<file path="config.mk">
export PLATFORM = sky130hd
export DESIGN_NAME = frame_drawer_flat
export DESIGN_NICKNAME = d
export VERILOG_FILES = /design/src/rtl/veggie_pkg.sv /design/src/rtl/frame_drawer_if.sv /design/src/rtl/rect_scanner.sv /design/src/rtl/frame_drawer.sv /design/src/flat_wrapper.sv
export SDC_FILE = /design/constraint.sdc
export NUM_CORES = 1
export LEC_CHECK = 0
export ABC_CLOCK_PERIOD_IN_PS = 6700
export CORE_UTILIZATION = 30
export CTS_CLUSTER_SIZE = 16
export DETAILED_ROUTE_END_ITERATION = 8
export PLACE_DENSITY_LB_ADDON = 0.12
export SLEW_MARGIN = 20
export SYNTH_ARGS = -nofsm -noshare
export SYNTH_HDL_FRONTEND = slang
export SYNTH_SLANG_ARGS = --single-unit
</file>
<file path="constraint.sdc">
create_clock -name Clk -period 6.7 [get_ports Clk]
set_input_delay 1.34 -clock Clk [delete_from_list [all_inputs] [get_ports Clk]]
set_output_delay 1.34 -clock Clk [all_outputs]
set_load 0.1 [all_outputs]
</file>
<file path="src/rtl/veggie_pkg.sv">
// Shared screen geometry, command opcodes and FSM states
// for the frame drawing engine.
package veggie_pkg;

    localparam int SCREEN_W = 640;
    localparam int SCREEN_H = 480;
    localparam int FB_DEPTH = SCREEN_W * SCREEN_H;

    localparam logic [7:0] TRANSPARENT = 8'hE3;

    typedef enum logic [1:0] {
        OP_CLEAR  = 2'd0,
        OP_FILL   = 2'd1,
        OP_SPRITE = 2'd2,
        OP_NOP    = 2'd3
    } draw_op_t;

    typedef enum logic [2:0] {
        S_IDLE,
        S_CLEAR,
        S_FILL,
        S_SPRITE,
        S_DRAIN,
        S_DONE
    } draw_state_t;

    // y * SCREEN_W built from shifts: 640 = 512 + 128
    function automatic logic [18:0] row_base(input logic [9:0] y);
        return ({9'b0, y} << 9) + ({9'b0, y} << 7);
    endfunction

endpackage

</file>
<file path="src/rtl/frame_drawer_if.sv">
// Command, sprite ROM and frame buffer write port bundle
// between the host block and the drawing engine.
interface frame_drawer_if;
    import veggie_pkg::*;

    logic        cmd_valid;
    logic        cmd_ready;
    draw_op_t    cmd_op;
    logic [9:0]  cmd_x;
    logic [9:0]  cmd_y;
    logic [9:0]  cmd_w;
    logic [9:0]  cmd_h;
    logic [7:0]  cmd_color;
    logic [15:0] cmd_sprite_base;
    logic [15:0] sprite_rdAddress;
    logic [7:0]  sprite_data;
    logic [18:0] frame_wrAddress;
    logic [7:0]  frame_input;
    logic        frame_we;
    logic        busy;
    logic        done;

    modport master (
        output cmd_valid, cmd_op, cmd_x, cmd_y, cmd_w, cmd_h,
        output cmd_color, cmd_sprite_base, sprite_data,
        input  cmd_ready, sprite_rdAddress,
        input  frame_wrAddress, frame_input, frame_we, busy, done
    );

    modport slave (
        input  cmd_valid, cmd_op, cmd_x, cmd_y, cmd_w, cmd_h,
        input  cmd_color, cmd_sprite_base, sprite_data,
        output cmd_ready, sprite_rdAddress,
        output frame_wrAddress, frame_input, frame_we, busy, done
    );

endinterface

</file>
<file path="src/rtl/rect_scanner.sv">
// Row-major rectangle walker: column/row counters, incremental
// frame and sprite addresses, and the off-screen clip flag.
module rect_scanner
    import veggie_pkg::*;
(
    input  logic        clk,
    input  logic        rst,
    input  logic        load,
    input  logic        step,
    input  logic [9:0]  x,
    input  logic [9:0]  y,
    input  logic [9:0]  w,
    input  logic [9:0]  h,
    input  logic [15:0] base,
    output logic [18:0] addr,
    output logic [18:0] addr_nxt,
    output logic [15:0] saddr,
    output logic        clip,
    output logic        clip_nxt,
    output logic        last
);

    logic [10:0] col, row, x0, xend, yend;
    logic [10:0] col_n, row_n, x0_n, xend_n, yend_n;
    logic [18:0] rbase, rbase_n;
    logic [15:0] saddr_n;
    logic        wrap;

    assign wrap = (col == xend);
    assign last = wrap && (row == yend);

    always_comb begin
        col_n    = col;
        row_n    = row;
        x0_n     = x0;
        xend_n   = xend;
        yend_n   = yend;
        rbase_n  = rbase;
        addr_nxt = addr;
        saddr_n  = saddr;
        if (load) begin
            col_n    = {1'b0, x};
            row_n    = {1'b0, y};
            x0_n     = {1'b0, x};
            xend_n   = {1'b0, x} + {1'b0, w} - 11'd1;
            yend_n   = {1'b0, y} + {1'b0, h} - 11'd1;
            rbase_n  = row_base(y);
            addr_nxt = rbase_n + {9'b0, x};
            saddr_n  = base;
        end else if (step) begin
            saddr_n = saddr + 16'd1;
            if (wrap) begin
                col_n    = x0;
                row_n    = row + 11'd1;
                rbase_n  = rbase + 19'(SCREEN_W);
                addr_nxt = rbase_n + {8'b0, x0};
            end else begin
                col_n    = col + 11'd1;
                addr_nxt = addr + 19'd1;
            end
        end
        clip_nxt = (col_n >= 11'(SCREEN_W)) || (row_n >= 11'(SCREEN_H));
    end

    always_ff @(posedge clk or posedge rst) begin
        if (rst) begin
            col   <= '0;
            row   <= '0;
            x0    <= '0;
            xend  <= '0;
            yend  <= '0;
            rbase <= '0;
            addr  <= '0;
            saddr <= '0;
            clip  <= 1'b0;
        end else begin
            col   <= col_n;
            row   <= row_n;
            x0    <= x0_n;
            xend  <= xend_n;
            yend  <= yend_n;
            rbase <= rbase_n;
            addr  <= addr_nxt;
            saddr <= saddr_n;
            clip  <= clip_nxt;
        end
    end

endmodule

</file>
<file path="src/rtl/frame_drawer.sv">
// Drawing engine: turns clear/fill/sprite commands into a
// stream of single-pixel frame buffer writes.
module frame_drawer
    import veggie_pkg::*;
(
    input  logic           Clk,
    input  logic           Reset,
    frame_drawer_if.slave  bus
);

    draw_state_t state, state_d;
    logic        accept, load, step, degenerate, is_clear;
    logic [9:0]  sx, sy, sw, sh;
    logic [18:0] addr, addr_nxt;
    logic [15:0] saddr;
    logic        clip, clip_nxt, last;
    logic [7:0]  color;
    logic        we_d;
    logic [18:0] wa_d;
    logic [7:0]  px_d;

    assign accept     = bus.cmd_valid && bus.cmd_ready;
    assign degenerate = (bus.cmd_w == 10'd0) || (bus.cmd_h == 10'd0);
    assign is_clear   = (bus.cmd_op == OP_CLEAR);

    // CLEAR is the full-screen rectangle, giving ascending addresses
    assign sx = is_clear ? 10'd0 : bus.cmd_x;
    assign sy = is_clear ? 10'd0 : bus.cmd_y;
    assign sw = is_clear ? 10'(SCREEN_W) : bus.cmd_w;
    assign sh = is_clear ? 10'(SCREEN_H) : bus.cmd_h;

    assign load = accept &&
                  (state_d inside {S_CLEAR, S_FILL, S_SPRITE});
    assign step = (state inside {S_CLEAR, S_FILL, S_SPRITE}) && !last;

    assign bus.sprite_rdAddress = saddr;

    rect_scanner u_scan (
        .clk      (Clk),
        .rst      (Reset),
        .load     (load),
        .step     (step),
        .x        (sx),
        .y        (sy),
        .w        (sw),
        .h        (sh),
        .base     (bus.cmd_sprite_base),
        .addr     (addr),
        .addr_nxt (addr_nxt),
        .saddr    (saddr),
        .clip     (clip),
        .clip_nxt (clip_nxt),
        .last     (last)
    );

    always_ff @(posedge Clk or posedge Reset) begin
        if (Reset) state <= S_IDLE;
        else       state <= state_d;
    end

    always_comb begin
        state_d = state;
        unique case (state)
            S_IDLE: begin
                if (accept) begin
                    unique case (bus.cmd_op)
                        OP_CLEAR:  state_d = S_CLEAR;
                        OP_FILL:   state_d = degenerate ? S_DONE : S_FILL;
                        OP_SPRITE: state_d = degenerate ? S_DONE : S_SPRITE;
                        default:   state_d = S_DONE;
                    endcase
                end
            end
            S_CLEAR, S_FILL: if (last) state_d = S_DONE;
            S_SPRITE:        if (last) state_d = S_DRAIN;
            S_DRAIN:         state_d = S_DONE;
            default:         state_d = S_IDLE;
        endcase
    end

    // Sprite writes trail the ROM address by one cycle to meet the data
    always_comb begin
        we_d = 1'b0;
        wa_d = bus.frame_wrAddress;
        px_d = bus.frame_input;
        if (state_d == S_CLEAR || state_d == S_FILL) begin
            we_d = !clip_nxt;
            wa_d = addr_nxt;
            px_d = accept ? bus.cmd_color : color;
        end else if (state == S_SPRITE) begin
            we_d = !clip && (bus.sprite_data != TRANSPARENT);
            wa_d = addr;
            px_d = bus.sprite_data;
        end
    end

    always_ff @(posedge Clk or posedge Reset) begin
        if (Reset) begin
            color               <= '0;
            bus.cmd_ready       <= 1'b1;
            bus.busy            <= 1'b0;
            bus.done            <= 1'b0;
            bus.frame_we        <= 1'b0;
            bus.frame_wrAddress <= '0;
            bus.frame_input     <= '0;
        end else begin
            if (accept) color <= bus.cmd_color;
            bus.cmd_ready       <= (state_d == S_IDLE);
            bus.busy            <= (state_d != S_IDLE);
            bus.done            <= (state_d == S_DONE);
            bus.frame_we        <= we_d;
            bus.frame_wrAddress <= wa_d;
            bus.frame_input     <= px_d;
        end
    end

endmodule

</file>
<file path="src/flat_wrapper.sv">
// flat-port wrapper written by rule: the top's interface ports become plain ports
module frame_drawer_flat import veggie_pkg::*;
  (Clk, Reset, bus_cmd_valid, bus_cmd_op, bus_cmd_x, bus_cmd_y, bus_cmd_w, bus_cmd_h, bus_cmd_color, bus_cmd_sprite_base, bus_sprite_data, bus_cmd_ready, bus_sprite_rdAddress, bus_frame_wrAddress, bus_frame_input, bus_frame_we, bus_busy, bus_done);
  frame_drawer_if bus_i ();
  input  logic Clk;
  input  logic Reset;
  input wire logic [$bits(bus_i.cmd_valid)-1:0] bus_cmd_valid;
  input wire logic [$bits(bus_i.cmd_op)-1:0] bus_cmd_op;
  input wire logic [$bits(bus_i.cmd_x)-1:0] bus_cmd_x;
  input wire logic [$bits(bus_i.cmd_y)-1:0] bus_cmd_y;
  input wire logic [$bits(bus_i.cmd_w)-1:0] bus_cmd_w;
  input wire logic [$bits(bus_i.cmd_h)-1:0] bus_cmd_h;
  input wire logic [$bits(bus_i.cmd_color)-1:0] bus_cmd_color;
  input wire logic [$bits(bus_i.cmd_sprite_base)-1:0] bus_cmd_sprite_base;
  input wire logic [$bits(bus_i.sprite_data)-1:0] bus_sprite_data;
  output wire logic [$bits(bus_i.cmd_ready)-1:0] bus_cmd_ready;
  output wire logic [$bits(bus_i.sprite_rdAddress)-1:0] bus_sprite_rdAddress;
  output wire logic [$bits(bus_i.frame_wrAddress)-1:0] bus_frame_wrAddress;
  output wire logic [$bits(bus_i.frame_input)-1:0] bus_frame_input;
  output wire logic [$bits(bus_i.frame_we)-1:0] bus_frame_we;
  output wire logic [$bits(bus_i.busy)-1:0] bus_busy;
  output wire logic [$bits(bus_i.done)-1:0] bus_done;
  assign bus_i.cmd_valid = bus_cmd_valid;
  assign bus_i.cmd_op = bus_cmd_op;
  assign bus_i.cmd_x = bus_cmd_x;
  assign bus_i.cmd_y = bus_cmd_y;
  assign bus_i.cmd_w = bus_cmd_w;
  assign bus_i.cmd_h = bus_cmd_h;
  assign bus_i.cmd_color = bus_cmd_color;
  assign bus_i.cmd_sprite_base = bus_cmd_sprite_base;
  assign bus_i.sprite_data = bus_sprite_data;
  assign bus_cmd_ready = bus_i.cmd_ready;
  assign bus_sprite_rdAddress = bus_i.sprite_rdAddress;
  assign bus_frame_wrAddress = bus_i.frame_wrAddress;
  assign bus_frame_input = bus_i.frame_input;
  assign bus_frame_we = bus_i.frame_we;
  assign bus_busy = bus_i.busy;
  assign bus_done = bus_i.done;
  frame_drawer u_core (.Clk(Clk), .Reset(Reset), .bus(bus_i));
endmodule
</file>
Word level (Yosys, flattened, before mapping):

Index checks and enable logic that the tools add are counted.
Widths: inputs -> output; s select.

* add/subtract/negate cells: 12
* order comparisons: 2
* equal/unequal tests: 13
* mux-type cells: 32
* reductions and logical operators: 24

Operators by type and width (number)
* $mux 19: 8
* $mux 11: 6
* $mux 10: 4
* $add 19x10->19: 2
* $mux 16: 2
* $mux 8: 3
* $add 10x10->11: 2
* $add 11x1->11 const B: 2
* $eq 11x11->1: 2
* $sub 11x1->11 const B: 2
* $logic_not 10->1: 2
* $add 19x1->19 const B: 1
* $add 19x10->19 const B: 1
* $add 19x17->19: 1
* $add 16x1->16 const B: 1
* $mux 3: 5
* $eq 3x2->1 const B: 4
* $pmux 3 s4: 1
* $ge 11x10->1 const B: 1
* $ge 11x9->1 const B: 1
* $pmux 3 s3: 1
* $reduce_bool 3->1: 3
* $ne 8x8->1 const B: 1
* $eq 3x1->1 const B: 2
* 12 further kinds: 25

* flip-flop bits (word level): 151
* input port bits: 77
* output and inout bits: 47
* word-level logic and storage cells: 100

Longest topological paths before layout:

* word-level depth: 14
* depth in mapped cells: 19

Cells and area by module:

From an unflattened synthesis, not the netlist that was laid out.

* cell total of the unflattened synthesis: 1200
* area total of the unflattened synthesis: 10582.6 um^2

By module, submodules not included
* rect_scanner: times used 1, cells each 993, area an instance 8096.5 um^2, sequential area each 2552.4 um^2
* frame_drawer: times used 1, cells each 207, area an instance 2486.1 um^2, sequential area each 1052.3 um^2

Worst setup path after synthesis:

Ideal clock, no wire load.

* path kind: input-to-reg
* from: in bus_cmd_op[1]
* to: reg u_core.u_scan.yend[9]
* arrival: 4419 ps
* path slack: 2185 ps
* cell stages on the path: 19
* path buffers: 4
* cell sequence: or2_2 -> clkbuf_1 -> clkbuf_1 -> buf_1 -> buf_1 -> nand2_1 -> ha_1 -> inv_1 -> ha_1 -> inv_1 -> fa_1 -> nor2b_1 -> o21ai_0 -> a21oi_1 -> o21ai_0 -> a21oi_1 -> o21a_1 -> nor3_1 -> o31ai_1

* cells in the longest elaborated chain, start to end: 7

Ends and longest elaborated chain
* from (decl): RTL line flat_wrapper.sv:8 `input wire logic [$bits(bus_i.cmd_op)-1:0] bus_cmd_op;`
* branches (longest 7 deep; another with $add 10x10->11)
* to (signal assigned): RTL line rect_scanner.sv:81 `yend <= yend_n;`
* to (decl): RTL line rect_scanner.sv:23 `logic [10:0] col, row, x0, xend, yend;`

Several ways; the timed one is not identified.
A chain may end at the register's enable or synchronous reset.

Worst setup path after layout:

* from: in bus_cmd_op[0]
* to: reg u_core.bus.frame_wrAddress[18]

* cells in the longest elaborated chain, start to end: 9

Ends and longest elaborated chain
* branches (longest 7 deep; another with $add 19x17->19)
* $mux 19 *: RTL line rect_scanner.sv:41 `if (load) begin`
* named net u_core.addr_nxt[18]: RTL line frame_drawer.sv:14 `logic [18:0] addr, addr_nxt;`
* $mux 19 *: RTL line frame_drawer.sv:86 `if (state_d == S_CLEAR || state_d == S_FILL) begin`
* to (signal assigned): RTL line frame_drawer.sv:112 `bus.frame_wrAddress <= wa_d;`
* to (decl): RTL line frame_drawer_if.sv:34 `output frame_wrAddress, frame_input, frame_we, busy, done`

Mark *: on every way through the listed nets, which the timed path passes.

==> impl_metrics.py <==
metrics = {
    "status": {
        "outcome": "complete, no violations",
    },
    "yosys": {
        "yosys.area_share.simple": 0.243,
        "synth_mux_area_frac": 0.0112,
        "synth_fp_nets": 1404,
        "synth_compound_area_frac": 0.186,
        "synth_top_area_frac": 0.347,
        "syn_avg_cell_area_um2": 8.14,
        "synthAdderAreaFrac": 0.0770,
        "ys_async_sr_fraction": 1.00,
        "ys_warn_count": 0,
        "seq_area_frac_synth": 0.350,
        "yosys-top-cells-area": "dfrtp_1 (35%), nand2_1 (7.9%), ha_1 (6.9%)",
        "synth-main-ff-cell": "dfrtp_1",
        "synth_common_cells": "nand2_1 (217), dfrtp_1 (143), o21ai_0 (91)",
        "ys_ff_latch": 144,
        "yosys.area_share.xor_xnor": 0.0739,
        "synthCells": 1266,
        "netlist-cell-type-count": 78,
        "synth_area_um2": 10300,
        "synth-edff-count": 0,
        "synth.most_common_cell": "nand2_1",
        "synth_top_family_by_area": "simple AND/OR/NAND/NOR gates",
        "synth_top_area_cell": "dfrtp_1",
    },
    "grt": {
        "antenna_found_initial": 0,
        "busiest_layer": "met2",
        "met2_usage": 0.297,
        "grt_max_degree": 82,
        "grt_overflow_total": 0,
        "grt_util_met3": 0.0266,
        "grt_pass1_vias": 9135,
        "grt_use_met1": 0.274,
        "grt_pass1_wl_um": 52600,
        "track_usage": 0.190,
    },
    "floorplanning": {
        "die_h_um": 187,
        "die_w_um": 187,
        "io_pins": 124,
        "die-area_um2": 35100,
        "core_um2": 33700,
        "start_util": 0.306,
        "rows": 67,
    },
    "flow_run": {
        "cap_violations": 0,
    },
    "power": {
        "vdd_drop_max_uv": 288,
        "p_total_mw": 4.41,
        "p_per_area_nw_per_um2": 352,
        "leakagePower_nw": 5.42,
    },
    "detailed_routing": {
        "dr_total_vias": 9312,
        "wl_per_cell_um": 17.9,
        "drt_pass1_iterations": 5,
        "drt-initial-drc-count": 675,
        "drc": 0,
        "ant_nets": 0,
        "wirelength_um": 32600,
        "viasPerCell": 5.11,
    },
    "finish": {
        "fill_cells": 3498,
        "multiInputGateArea_um2": 6090,
        "area_growth_pct": 21.7,
        "seqCellArea_um2": 3600,
        "nets": 1501,
        "diodes": 0,
        "final_cells": 1824,
        "drive_above_1_share": 0.0603,
    },
    "sta": {
        "finalCriticalPeriod_ns": 4.91,
        "slew_headroom": 0.290,
        "max_freq_ghz": 0.204,
        "worst_pin_slew_ns": 1.06,
        "fin_tns_setup_ns": 0,
        "finClkSkew_ns": 0.0122,
        "fin_crit_sh": 0.733,
        "rsz0062_at_grt": "no",
        "setup_viol": 0,
        "hold_viol_final": 0,
        "slew_viol_final": 0,
    },
    "hold_path": {
        "holdCritPathClass": "reg2reg",
    },
    "cts": {
        "cts_root_buffer": "clkbuf_16",
        "postCtsSetupBuffers": 0,
        "h-tree-depth": 4,
        "clkTransAtPathRegs_ns": 0.07,
        "cts_made_buffers": 17,
        "cts.repair.resized": 0,
        "clock_latency_ns": 0.44,
        "clockBufferDepth": 2,
        "cts_tree": "done",
        "clock-sinks": 144,
        "cts_hold_buf": 0,
    },
    "worst_setup_path": {
        "worstSetupStartpointType": "input port",
        "cp_max_fo": 41,
        "critPathCaptureType": "register",
        "crit_type": "in2reg",
        "required_ns": 7.03,
        "cp.arrival_ns": 5.23,
    },
    "placement": {
        "dpl.cell_count": 1792,
        "io_buffer_count": 123,
        "gp_congestion": 0.819,
        "dp_hpwl_um": 24000,
    },
}
[final timing paths]
path / startpoint / endpoint / slack, ns / cells past startpoint
hold / removal: u_core.u_scan.x0[3]$_DFFE_PP0P_ / u_core.u_scan.x0[3]$_DFFE_PP0P_ / 0.48 / 2
hold reg to reg: u_core.u_scan.x0[3]$_DFFE_PP0P_ / u_core.u_scan.x0[3]$_DFFE_PP0P_ / 0.48 / 2
min in group asynchronous: Reset / u_core.bus.frame_wrAddress[0]$_DFFE_PP0P_ / 1.29 / 2
max in group asynchronous: Reset / u_core.bus.frame_wrAddress[6]$_DFFE_PP0P_ / 4.12 / 3
setup / recovery: bus_cmd_op[0] / u_core.bus.frame_wrAddress[18]$_DFFE_PP0P_ / 1.79 / 13
setup reg to reg: u_core.u_scan.col[0]$_DFF_PP0_ / u_core.u_scan.clip$_DFF_PP0_ / 3.10 / 8
[layer usage]
layer	wire length (um)	vias to the layer above
met2	14700	196
met5	0	-
met3	1100	27
li1	-	4636
met1	16400	4453
met4	449	0
[where the power goes]
group / leakage [nW] / total (mW) / internal, mW / switching [mW]
Clock: 0.282 / 1.02 / 0.593 / 0.427
Combinational: 3.41 / 2.02 / 0.651 / 1.37
Sequential: 1.72 / 1.37 / 1.10 / 0.274
Total: 5.42 / 4.41 / 2.34 / 2.07
[stage by stage]
step,setup slack (ns),utilization,cell area (um2),hold slack [ns]
final,1.79,0.372,12500,0.479
after global routing,1.43,0.372,12500,0.494
after CTS,1.78,0.372,12500,0.476
after detailed placement,1.32,0.354,11900,0.459
after global placement,1.42,0.354,11900,0.455
after floorplan,1.50,-,10300,0.438
[worst max-delay path, stage by stage]
cell,delay [ns]
clkdlybuf4s50_1,0.52
or2_2,0.73
nand2_1,0.31
inv_1,0.23
ha_1,0.27
a21oi_1,0.24
o2111ai_1,0.19
xor2_1,0.40
nand4_1,0.19
nand4bb_1,0.23
xor2_1,0.20
a22oi_1,0.14
o21a_1,0.20
[area by class of cell]
class | instances | share of cell area
clock buffer | 18 | 0.0342
clock inverter | 14 | 0.0146
inverter | 82 | 0.0249
multi-input combinational | 978 | 0.486
sequential | 144 | 0.287
tap | 448 | 0.0447
timing repair buffer | 140 | 0.108
[sequential cells by signal, indices dropped and copies added (netlist names)]
name / count
u_core.bus.busy: 1
u_core.bus.cmd_ready: 1
u_core.bus.done: 1
u_core.bus.frame_input: 8
u_core.bus.frame_we: 1
u_core.bus.frame_wrAddress: 19
u_core.color: 8
u_core.state: 3
u_core.u_scan.addr: 19
u_core.u_scan.clip: 1
u_core.u_scan.col: 11
u_core.u_scan.rbase: 12
u_core.u_scan.row: 11
u_core.u_scan.saddr: 16
u_core.u_scan.x0: 10
u_core.u_scan.xend: 11
u_core.u_scan.yend: 11
[logic make-up (layout without fill, tap and decap cells)]
group,count (synthesis),in the layout
mux,11,11
fa+ha+maj,61,61
compound gates,299,299
simple gates,520,520
xor+xnor,87,87
buf+inv,144,254
flops,144,144
[layout by cell type (no fill, tap or decap), drive strengths merged, types with 26 or more instances in the layout]
cell	count
and3	33
xnor2	49
inv	86
a21oi	80
nor2	86
nor3	29
dfrtp	143
nand2	217
nand3	64
o21ai	96
ha	57
clkdlybuf4s50	123
nand4	26
xor2	38
Power figures use the tool's default switching activity.
